$ cat src/rtl/collision_event_scheduler_if.sv
// Event handshake between the collision scheduler (master) and the game controller (slave).
interface collision_event_scheduler_if #(
  parameter int unsigned ID_W = 4
) ();
  logic            event_valid;
  logic            event_ready;
  logic [ID_W-1:0] event_id;

  modport master (
    output event_valid,
    output event_id,
    input  event_ready
  );

  modport slave (
    input  event_valid,
    input  event_id,
    output event_ready
  );
endinterface

$ cat src/rtl/collision_event_scheduler.sv
// Collision event scheduler: accumulates per-pixel collision pulses over a frame, snapshots
// them at start of frame and dispatches one event at a time, lowest index first. Fruit
// sources are reported once until the next level clear.
module collision_event_scheduler #(
  parameter int unsigned          NUM_SRC   = 15,
  parameter int unsigned          ID_W      = 4,
  parameter logic [NUM_SRC-1:0]   ONCE_MASK = 15'h7FE0
) (
  input  logic                    clk,
  input  logic                    resetN,
  input  logic                    startOfFrame,
  input  logic                    enable,
  input  logic [NUM_SRC-1:0]      coll_vec,
  input  logic                    clear_mask,
  collision_event_scheduler_if.master evt,
  output logic [ID_W:0]           pending_cnt,
  output logic                    overrun,
  output logic [NUM_SRC-1:0]      once_mask_o
);

  typedef enum logic [1:0] {StIdle, StLoad, StPresent} state_e;

  state_e              state_q, state_d;
  logic [NUM_SRC-1:0]  accum_q, accum_d;
  logic [NUM_SRC-1:0]  pending_q, pending_d;
  logic [NUM_SRC-1:0]  once_mask_q, once_mask_d;
  logic                event_valid_q, event_valid_d;
  logic [ID_W-1:0]     event_id_q, event_id_d;
  logic                overrun_q, overrun_d;
  logic [ID_W:0]       pending_cnt_q, pending_cnt_d;

  logic                accept;
  logic [NUM_SRC-1:0]  acc_bit;
  logic [NUM_SRC-1:0]  masked_coll;
  logic [NUM_SRC-1:0]  snap;
  logic [NUM_SRC-1:0]  pending_left;
  logic [ID_W-1:0]     prio_id;

  // Datapath: accumulation, snapshot, pending bookkeeping, once-mask and popcount.
  always_comb begin
    accept       = event_valid_q & evt.event_ready;
    acc_bit      = accept ? (NUM_SRC'(1) << event_id_q) : '0;
    masked_coll  = enable ? (coll_vec & ~(once_mask_q & ONCE_MASK)) : '0;
    snap         = accum_q | masked_coll;
    pending_left = pending_q & ~acc_bit;

    accum_d   = startOfFrame ? '0 : (accum_q | masked_coll);
    pending_d = startOfFrame ? (pending_left | snap) : pending_left;
    overrun_d = startOfFrame && (pending_left != '0) && (snap != '0);

    // Clear wins over a coincident fruit acceptance.
    once_mask_d = clear_mask ? '0 : (once_mask_q | (acc_bit & ONCE_MASK));

    pending_cnt_d = '0;
    for (int i = 0; i < int'(NUM_SRC); i++) begin
      pending_cnt_d = pending_cnt_d + (ID_W+1)'(pending_q[i]);
    end

    // Scan downwards so the lowest set index is the one left standing.
    prio_id = '0;
    for (int i = int'(NUM_SRC) - 1; i >= 0; i--) begin
      if (pending_q[i]) prio_id = ID_W'(i);
    end
  end

  // Dispatch FSM next state and registered handshake outputs.
  always_comb begin
    state_d       = state_q;
    event_valid_d = event_valid_q;
    event_id_d    = event_id_q;
    unique case (state_q)
      StIdle: begin
        if (pending_q != '0) state_d = StLoad;
      end
      StLoad: begin
        event_id_d    = prio_id;
        event_valid_d = 1'b1;
        state_d       = StPresent;
      end
      StPresent: begin
        if (evt.event_ready) begin
          event_valid_d = 1'b0;
          state_d       = (pending_d != '0) ? StLoad : StIdle;
        end
      end
      default: state_d = StIdle;
    endcase
  end

  // State registers with asynchronous active-low reset.
  always_ff @(posedge clk or negedge resetN) begin
    if (!resetN) begin
      state_q       <= StIdle;
      accum_q       <= '0;
      pending_q     <= '0;
      once_mask_q   <= '0;
      event_valid_q <= 1'b0;
      event_id_q    <= '0;
      overrun_q     <= 1'b0;
      pending_cnt_q <= '0;
    end else begin
      state_q       <= state_d;
      accum_q       <= accum_d;
      pending_q     <= pending_d;
      once_mask_q   <= once_mask_d;
      event_valid_q <= event_valid_d;
      event_id_q    <= event_id_d;
      overrun_q     <= overrun_d;
      pending_cnt_q <= pending_cnt_d;
    end
  end

  assign evt.event_valid = event_valid_q;
  assign evt.event_id    = event_id_q;
  assign pending_cnt     = pending_cnt_q;
  assign overrun         = overrun_q;
  assign once_mask_o     = once_mask_q;

endmodule
$ cat src/flat_wrapper.sv
// flat-port wrapper written by rule: the top's interface ports become plain ports
module collision_event_scheduler_flat 
#(
  parameter int unsigned          NUM_SRC   = 15,
  parameter int unsigned          ID_W      = 4,
  parameter logic [NUM_SRC-1:0]   ONCE_MASK = 15'h7FE0
)
  (clk, resetN, startOfFrame, enable, coll_vec, clear_mask, pending_cnt, overrun, once_mask_o, evt_event_valid, evt_event_id, evt_event_ready);
  collision_event_scheduler_if #(.ID_W(ID_W)) evt_i ();
  input  logic clk;
  input  logic resetN;
  input  logic startOfFrame;
  input  logic enable;
  input  logic [NUM_SRC-1:0] coll_vec;
  input  logic clear_mask;
  output logic [ID_W:0] pending_cnt;
  output logic overrun;
  output logic [NUM_SRC-1:0] once_mask_o;
  output wire logic [$bits(evt_i.event_valid)-1:0] evt_event_valid;
  output wire logic [$bits(evt_i.event_id)-1:0] evt_event_id;
  input wire logic [$bits(evt_i.event_ready)-1:0] evt_event_ready;
  assign evt_event_valid = evt_i.event_valid;
  assign evt_event_id = evt_i.event_id;
  assign evt_i.event_ready = evt_event_ready;
  collision_event_scheduler #(.NUM_SRC(NUM_SRC), .ID_W(ID_W), .ONCE_MASK(ONCE_MASK)) u_core (.clk(clk), .resetN(resetN), .startOfFrame(startOfFrame), .enable(enable), .coll_vec(coll_vec), .clear_mask(clear_mask), .evt(evt_i), .pending_cnt(pending_cnt), .overrun(overrun), .once_mask_o(once_mask_o));
endmodule
$ cat config.mk
export PLATFORM = sky130hd
export DESIGN_NAME = collision_event_scheduler_flat
export DESIGN_NICKNAME = d
export VERILOG_FILES = /design/src/rtl/collision_event_scheduler_if.sv /design/src/rtl/collision_event_scheduler.sv /design/src/flat_wrapper.sv
export SDC_FILE = /design/constraint.sdc
export NUM_CORES = 1
export LEC_CHECK = 0
export ABC_AREA = 1
export BUFFER_PORTS_ARGS = -buffer_cell sky130_fd_sc_hd__buf_2
export CORE_MARGIN = 2
export CORE_UTILIZATION = 56
export DETAILED_ROUTE_END_ITERATION = 16
export PLACE_DENSITY = 0.82
export SLEW_MARGIN = 25
export SYNTH_ARGS = -nofsm -noshare
export SYNTH_HDL_FRONTEND = slang
export SYNTH_SLANG_ARGS = --single-unit
$ cat constraint.sdc
create_clock -name clk -period 5 [get_ports clk]
set_clock_uncertainty 0.2 [all_clocks]
set_input_delay 0.75 -clock clk [delete_from_list [all_inputs] [get_ports clk]]
set_output_delay 0.75 -clock clk [all_outputs]
set_load 0.05 [all_outputs]
* After elaboration in Yosys (flattened, before gate mapping)
Index checks and enable logic that the tools add are counted.
** Storage, ports and cells
- Register bits after elaboration :: 58
- Input port bits :: 21
- Output and inout port bits :: 26
- Word-level logic and storage cells :: 71
** Operators by class
- Add/sub/neg operators :: 14
- Equal/unequal tests :: 4
- Shift-type cells :: 1
- Multiplexer cells :: 26
- Bitwise gates (word level) :: 8
- Reductions and logical operators :: 10
** Operators by type and width (number)
- $mux W15 :: 5
- $add A5 B1 Y5 :: 13
- $mux W4 :: 15
- $reduce_bool A15 Y1 :: 4
- $or A15 B15 Y15 :: 3
- $and A15 B15 Y15 :: 2
- $not A15 Y15 :: 2
- $shl A1 B4 Y15 const A :: 1
- $pmux W2 S3 :: 1
- $mux W2 :: 2
- $reduce_and A2 Y1 :: 2
- $add A1 B1 Y2 :: 1
- $eq A2 B1 Y1 const B :: 1
- $eq A2 B2 Y1 const B :: 1
- $logic_and A1 B1 Y1 :: 2
- $logic_not A2 Y1 :: 1
- $mux W1 :: 2
- $ne A2 B1 Y1 const B :: 1
- $ne A2 B2 Y1 const B :: 1
- $pmux W1 S2 :: 1
- $reduce_bool A2 Y1 :: 1
- $and A1 B1 Y1 :: 1

* Depth between registers and ports, before layout
Gate-level depths: netlist of run 1.
- Word-level depth :: 15
- Depth in mapped cells :: 15
- Depth with buffers taken out :: 15

* Worst setup path after synthesis of run 1
Ideal clock, no wire load.
- Path type :: register -> register
- Start point :: register u_core.pending_q[0]
- End point :: register u_core.pending_cnt_q[2], in the netlist u_core.pending_cnt[2]
- Setup time :: 123 ps
- Arrival :: 3512 ps
- Data required time :: 4677 ps
- Setup slack :: 1165 ps
- Stages on the path, launching flop included :: 15
- Path buffers :: 0
- Period minus slack after synthesis :: 3835 ps
- Cell sequence :: dfrtp_1 > inv_1 > ha_1 > inv_1 > fa_1 > inv_1 > fa_1 > fa_1 > inv_1 > fa_1 > inv_1 > ha_1 > inv_1 > fa_1 > xnor2_1
** Between the ends
- Cells in the longest elaborated chain, start to end :: 14
** RTL lines
- start, declared :: RTL line collision_event_scheduler.sv:25 : logic [NUM_SRC-1:0] pending_q, pending_d;
- start signal, assigned :: RTL line collision_event_scheduler.sv:104 : pending_q <= pending_d;
- $add A1 B1 Y2 :: RTL line collision_event_scheduler.sv:56 : pending_cnt_d = pending_cnt_d + (ID_W+1)'(pending_q[i]);
- $add A5 B1 Y5 (13 in a row) :: RTL line collision_event_scheduler.sv:56
- via u_core.pending_cnt_d[2] :: RTL line collision_event_scheduler.sv:30 : logic [ID_W:0] pending_cnt_q, pending_cnt_d;
- end signal, assigned :: RTL line collision_event_scheduler.sv:109 : pending_cnt_q <= pending_cnt_d;
- end, declared :: RTL line collision_event_scheduler.sv:30
The timed path passes the listed nets, and every way through them passes these cells.
A chain may end at the register's enable or synchronous reset.

* Worst setup path in the final report of run 1
- Start point :: register u_core.pending_q[0]
- End point :: register u_core.pending_cnt_q[4], in the netlist u_core.pending_cnt[4]
The elaborated chain is that of the path after synthesis.

==> out/metrics.cfg, run 1 <==
[logic_synthesis]
ys_types=36
ys_warn_count=0
syn_area_mm2=0.00287
async_flop_share_pct=100
ys.flop_type=dfrtp_1
avgSynthCellArea_um2=8.40
ys_ff_latch=53
synth-edff-count=0
ys_seq_area_share_pct=46.2
syn_inst=342

[cts]
cts-buffers-inserted=5
cts_hold_buf=0
htree_levels=2
clk_latency_ps=310
cts.clk_slew.worst_paths_ps=90
clkSinkCount=53
ctsResizeCount=0
clock-root-buffer=clkbuf_8
cts_tree=yes
cts.path.max_buffers=2
cts_setup_buffers=0

[sta]
drv_slew=0
fin_crit_sh_pct=82.5
tns_ps=0
rsz0062_at_grt=no
fin_crit_ps=4120
fin_ws_ps=875
finalSetupViolations=0
tightest_slew_ps=647
hold_viol=0
relSlewSlack_pct=56.9
whs_ps=307
fmax_mhz=242

[route]
dr.pass1.iters=5
routed_wl_um=6140
drtAntennaViolNets=0
dr_total_vias=2340
highest_layer=met4
dr_wl_met2_um=3030
drtIter0Drc=139
met1_length_um=2640
met3_length_um=361
drt-vias-per-instance=5.14
drc=0
post_drt_wl_per_cell_um=13.5

[die]
start_util_pct=57.0
rows=26
die_x_um=75.6
io_pins=47
dieArea_mm2=0.00572
core_mm2=0.00504
die_h_um=75.6

[grt]
grt-ovfl-total=0
track_usage_pct=22.9
grt_pass1_wl_um=9650
grt_max_degree=54
grt_pass1_vias=2124
antenna_found_initial=0

[setup_path]
reg2reg_to=u_core.pending_cnt[4]$_DFF_PN0_
path_max_fanout=5
cp-endpoint=u_core.pending_cnt[4]$_DFF_PN0_
reg2reg_from=u_core.pending_q[0]$_DFF_PN0_
crit_type=register to register
reg2reg_slack_ps=880
end_kind=register
ff2ff_path_depth=14
cp.required_ps=5020
worstPathArrival_ps=4150
start_kind=register
startpoint=u_core.pending_q[0]$_DFF_PN0_

[power_and_ir_drop]
power_frac_comb_pct=42.2
power_frac_seq_pct=40.0
internal_power_uw=776
net-switching-power_uw=581
leakage_uw=0.00165
p_clk_share_pct=17.7
swShare_pct=42.8
powerDensity_mw_per_mm2=424
vdd_drop_max_uv=318

[placement]
hpwl_um=4840
placed_cells=447
pre_cts_ws_ps=887
place_congestion=0.960
io_buffers=41

[job]
max_cap_viol_count=0

[min_path]
worst_hold_path_type=register to register

[cells_and_area]
area_growth_pct=11.4
final_core_util_pct=63.5
drive_gt1_share_pct=17.9
stdcell_count=455
antenna_cells=0
final_common_cell=inv_1
mostFrequentLayoutCells=inv_1 (70), nand2_1 (61), dfrtp_1 (53)
layout.nets=421

[outcome]
outcome=finished, final reports clean

## final cells by class
type | instances | area, um2
multi-input combinational | 208 | 1210
clock inverter | 2 | 15.0
tap | 70 | 87.6
timing repair buffer | 42 | 213
fill | 441 | 1840
inverter | 74 | 280
sequential | 53 | 1330
clock buffer | 6 | 72.6
## through the flow
step,power [uW],area [um2]
floorplan,993,2890
global placement,1100,3110
detailed placement,1130,3110
CTS,1370,3200
global route,1460,3200
finish,1360,3200
## power by group through the flow
stage | Combinational, uW | Sequential (uW) | Clock, uW
floorplan | 345 | 648 | 0
global placement | 551 | 547 | 0
detailed placement | 582 | 552 | 0
CTS | 585 | 543 | 244
global route | 645 | 552 | 260
finish | 573 | 543 | 240
## cell families (layout without fill, tap and decap cells)
family / count (synthesis) / in the layout / synth area share (%)
simple gates: 139 / 139 / 20.5
flops: 53 / 53 / 46.2
other cells: 1 / 5 / 0.131
compound gates: 46 / 46 / 10.9
buf+inv: 85 / 124 / 12.4
xor+xnor: 2 / 2 / 0.610
fa+ha+maj: 16 / 16 / 9.32
## sequential cells by signal, summed over array words and instances (netlist names)
signal	flops
u_core.accum_q	15
u_core.evt.event_id	4
u_core.evt.event_valid	1
u_core.once_mask_o	10
u_core.overrun	1
u_core.pending_cnt	5
u_core.pending_q	15
u_core.state_q	2
## synth_stat cells (4+ instances only)
cell type / n / area share [%]
nand4_1: 7 / 1.5
o21ai_2: 5 / 1.5
nor2_1: 49 / 6.4
a21oi_1: 13 / 2.3
dfrtp_1: 53 / 46
fa_1: 9 / 6.3
o21ai_0: 6 / 1.0
o31ai_2: 4 / 1.7
nand3_1: 12 / 2.1
ha_1: 7 / 3.0
nand2_1: 61 / 8.0
o21ai_1: 5 / 0.87
inv_1: 70 / 9.1
buf_4: 7 / 1.8
## worst max-delay path, stage by stage, from the launching register on
cell and delay [ps]:
dfrtp_1 450, inv_1 70, ha_1 290, inv_1 50
fa_1 480, inv_1 50, fa_1 470, fa_1 550
inv_1 50, fa_1 480, inv_1 80, ha_1 160
inv_1 60, fa_1 400, o21ai_0 210
## per-layer routing
metal  global-route usage, %  vias up
met5                       0        -
met4                    7.41        0
met3                    5.42       11
met2                    38.1       79
met1                    29.7     1121
li1                        -     1129
## how the worst min path moves through the flow
stage | depth (start not counted) | endpoint | slack (ps) | from
after global placement | 2 | u_core.accum_q[4]$_DFF_PN0_ | 280 | u_core.accum_q[4]$_DFF_PN0_
after global routing | 2 | u_core.accum_q[4]$_DFF_PN0_ | 340 | u_core.accum_q[4]$_DFF_PN0_
after floorplan | 0 | u_core.accum_q[0]$_DFF_PN0_ | 250 | resetN
after detailed placement | 2 | u_core.accum_q[4]$_DFF_PN0_ | 290 | u_core.accum_q[4]$_DFF_PN0_
final | 2 | u_core.accum_q[4]$_DFF_PN0_ | 310 | u_core.accum_q[4]$_DFF_PN0_
after CTS | 2 | u_core.accum_q[4]$_DFF_PN0_ | 310 | u_core.accum_q[4]$_DFF_PN0_
No activity file was read; power rests on OpenSTA's default activity.
==> inputs of run 2 (changes only) <==
--- a/config.mk
+++ b/config.mk
@@ -5,12 +5,12 @@
 export SDC_FILE = /design/constraint.sdc
 export NUM_CORES = 1
 export LEC_CHECK = 0
-export ABC_AREA = 1
+export ABC_AREA = 0
 export BUFFER_PORTS_ARGS = -buffer_cell sky130_fd_sc_hd__buf_2
 export CORE_MARGIN = 2
-export CORE_UTILIZATION = 56
+export CORE_UTILIZATION = 51
 export DETAILED_ROUTE_END_ITERATION = 16
-export PLACE_DENSITY = 0.82
+export PLACE_DENSITY = 0.79
 export SLEW_MARGIN = 25
 export SYNTH_ARGS = -nofsm -noshare
 export SYNTH_HDL_FRONTEND = slang
==> constraint.sdc (replaced) <==
create_clock -name clk -period 3.67 [get_ports clk]
set_clock_uncertainty 0.2 [all_clocks]
set_input_delay 0.5505 -clock clk [delete_from_list [all_inputs] [get_ports clk]]
set_output_delay 0.5505 -clock clk [all_outputs]
set_load 0.05 [all_outputs]
==> out/metrics.cfg, run 2 <==
[cts]
cts_tree=yes
cts_hold_buf=0
clock-root-buffer=clkbuf_8
cts.path.max_buffers=2
htree_levels=2
clk_latency_ps=310
clkSinkCount=53
cts-buffers-inserted=5
cts.clk_slew.worst_paths_ps=100

[cells_and_area]
area_growth_pct=15.7
antenna_cells=0
n_fill_cell=460
mostFrequentLayoutCells=dfrtp_1 (53), buf_2 (41), inv_1 (31)
drive_gt1_share_pct=24.7
final_core_util_pct=62.2
layout.nets=372
final_common_cell=dfrtp_1
stdcell_count=406

[logic_synthesis]
yosysTopAreaCell=dfrtp_1
avgSynthCellArea_um2=9.89
synth_top_area_share_pct=47.4
synth-edff-count=0
synthTopCellsByCount=dfrtp_1 (53), inv_1 (36), nor2_1 (23)
ys_warn_count=0
syn_inst=283
syn_area_mm2=0.00280
ys_types=58
ys_ff_latch=53
synth_area_leaders=dfrtp_1 (47%), fa_1 (6.4%), inv_1 (4.8%)
ys_seq_area_share_pct=47.4
async_flop_share_pct=100
ys.flop_type=dfrtp_1
yosysMostFrequentCell=dfrtp_1

[die]
core_mm2=0.00520
die_h_um=78.1
dieArea_mm2=0.00610
io_pins=47
rows=26
die_x_um=78.1
start_util_pct=53.8

[sta]
finalSetupViolations=4
drv_slew=0
fin_crit_sh_pct=103
relSlewSlack_pct=41.9
whs_ps=144
fin_ws_ps=-127
tightest_slew_ps=872
fin_crit_ps=3800
hold_viol=0
tns_ps=-301
fmax_mhz=263
rsz0062_at_grt=yes

[outcome]
violations=negative setup slack
outcome=complete, but fails checks

[route]
drt-vias-per-instance=5.64
dr.pass1.iters=4
drtIter0Drc=234
post_drt_wl_per_cell_um=16.1
routed_wl_um=6540
drtAntennaViolNets=0
dr_total_vias=2288
drc=0

[grt]
grt_pass1_vias=2240
grt_max_degree=40
grt-ovfl-total=0
antenna_found_initial=0
grt_pass1_wl_um=10800
track_usage_pct=22.6

[power_and_ir_drop]
leakage_uw=0.00152
powerDensity_mw_per_mm2=613
power_uw=1990
vdd_drop_max_uv=386

[setup_path]
start_kind=register
cp.required_ps=3720
path_max_fanout=2
end_kind=register
worstPathArrival_ps=3850
crit_type=register to register

[placement]
place_congestion=0.883
hpwl_um=4940
io_buffers=41
placed_cells=394

[job]
max_cap_viol_count=0

[min_path]
worst_hold_path_type=primary input to async pin

==> run 2: final cells by class <==
| type | instances | area, um2 | share of cell area, % |
|---|---|---|---|
| clock buffer | 6 | 72.6 | 2.24 |
| timing repair buffer | 56 | 318 | 9.81 |
| multi-input combinational | 182 | 1280 | 39.6 |
| inverter | 37 | 139 | 4.29 |
| tap | 70 | 87.6 | 2.70 |
| clock inverter | 2 | 15.0 | 0.463 |
| sequential | 53 | 1330 | 40.9 |
==> run 2: final timing paths <==
kind,cells past startpoint,start,slack [ps],endpoint
max,15,u_core.pending_q[1]$_DFF_PN0_,-130,u_core.pending_cnt[4]$_DFF_PN0_
min,1,resetN,140,u_core.accum_q[3]$_DFF_PN0_
max reg2reg,15,u_core.pending_q[1]$_DFF_PN0_,-130,u_core.pending_cnt[4]$_DFF_PN0_
min reg2reg,2,u_core.accum_q[14]$_DFF_PN0_,310,u_core.accum_q[14]$_DFF_PN0_
max in group asynchronous,2,resetN,2400,u_core.evt.event_valid$_DFFE_PN0P_
min in group clk,2,u_core.accum_q[14]$_DFF_PN0_,310,u_core.accum_q[14]$_DFF_PN0_
==> run 2: power breakdown <==
| part | internal, uW | switching, uW | total [uW] |
|---|---|---|---|
| Combinational | 372 | 546 | 917 |
| Sequential | 671 | 61.2 | 732 |
| Clock | 135 | 201 | 336 |
==> run 2: what timing repair did <==
action                     CTS  global route
pin swaps                    6             4
gates resized for setup      4             3
buffers inserted             2             2
setup endpoints to repair    4             4
==> run 2: cells by family after synthesis <==
group                      count (synthesis)  synth area share, %
other                                      1                0.134
and+or+nand+nor                           80                 15.2
DFF                                       53                 47.4
AOI/OAI and AO/OA                         79                 18.5
buffers and inverters                     52                 8.62
adders and majority gates                 16                 9.56
xor gates and xnor gates                   2                0.626
==> run 2: metal layers <==
| metal | track usage, % | wire (um) | up-vias |
|---|---|---|---|
| met1 | 31.8 | 2890 | 1099 |
| met2 | 36.4 | 3020 | 96 |
| met4 | 5.79 | 104 | 0 |
| met3 | 4.48 | 520 | 15 |
| met5 | 0 | 0 | - |
| li1 | - | - | 1078 |
==> run 2: per-stage QoR <==
stage,setup WS (ps),area [um2]
floorplan,-198,2820
global placement,-139,3100
detailed placement,-187,3100
CTS,-140,3210
global route,-252,3240
finish,-127,3240
==> run 2: critical path, cell delays in order (launching register included) <==
cell     delay (ps)
dfrtp_1         380
inv_2            60
ha_4            250
inv_2            30
fa_1            470
inv_1            50
fa_1            470
fa_1            470
inv_1            80
fa_2            430
inv_2            80
ha_4            130
inv_2            30
fa_2            340
nor2b_1         120
o21a_1          130
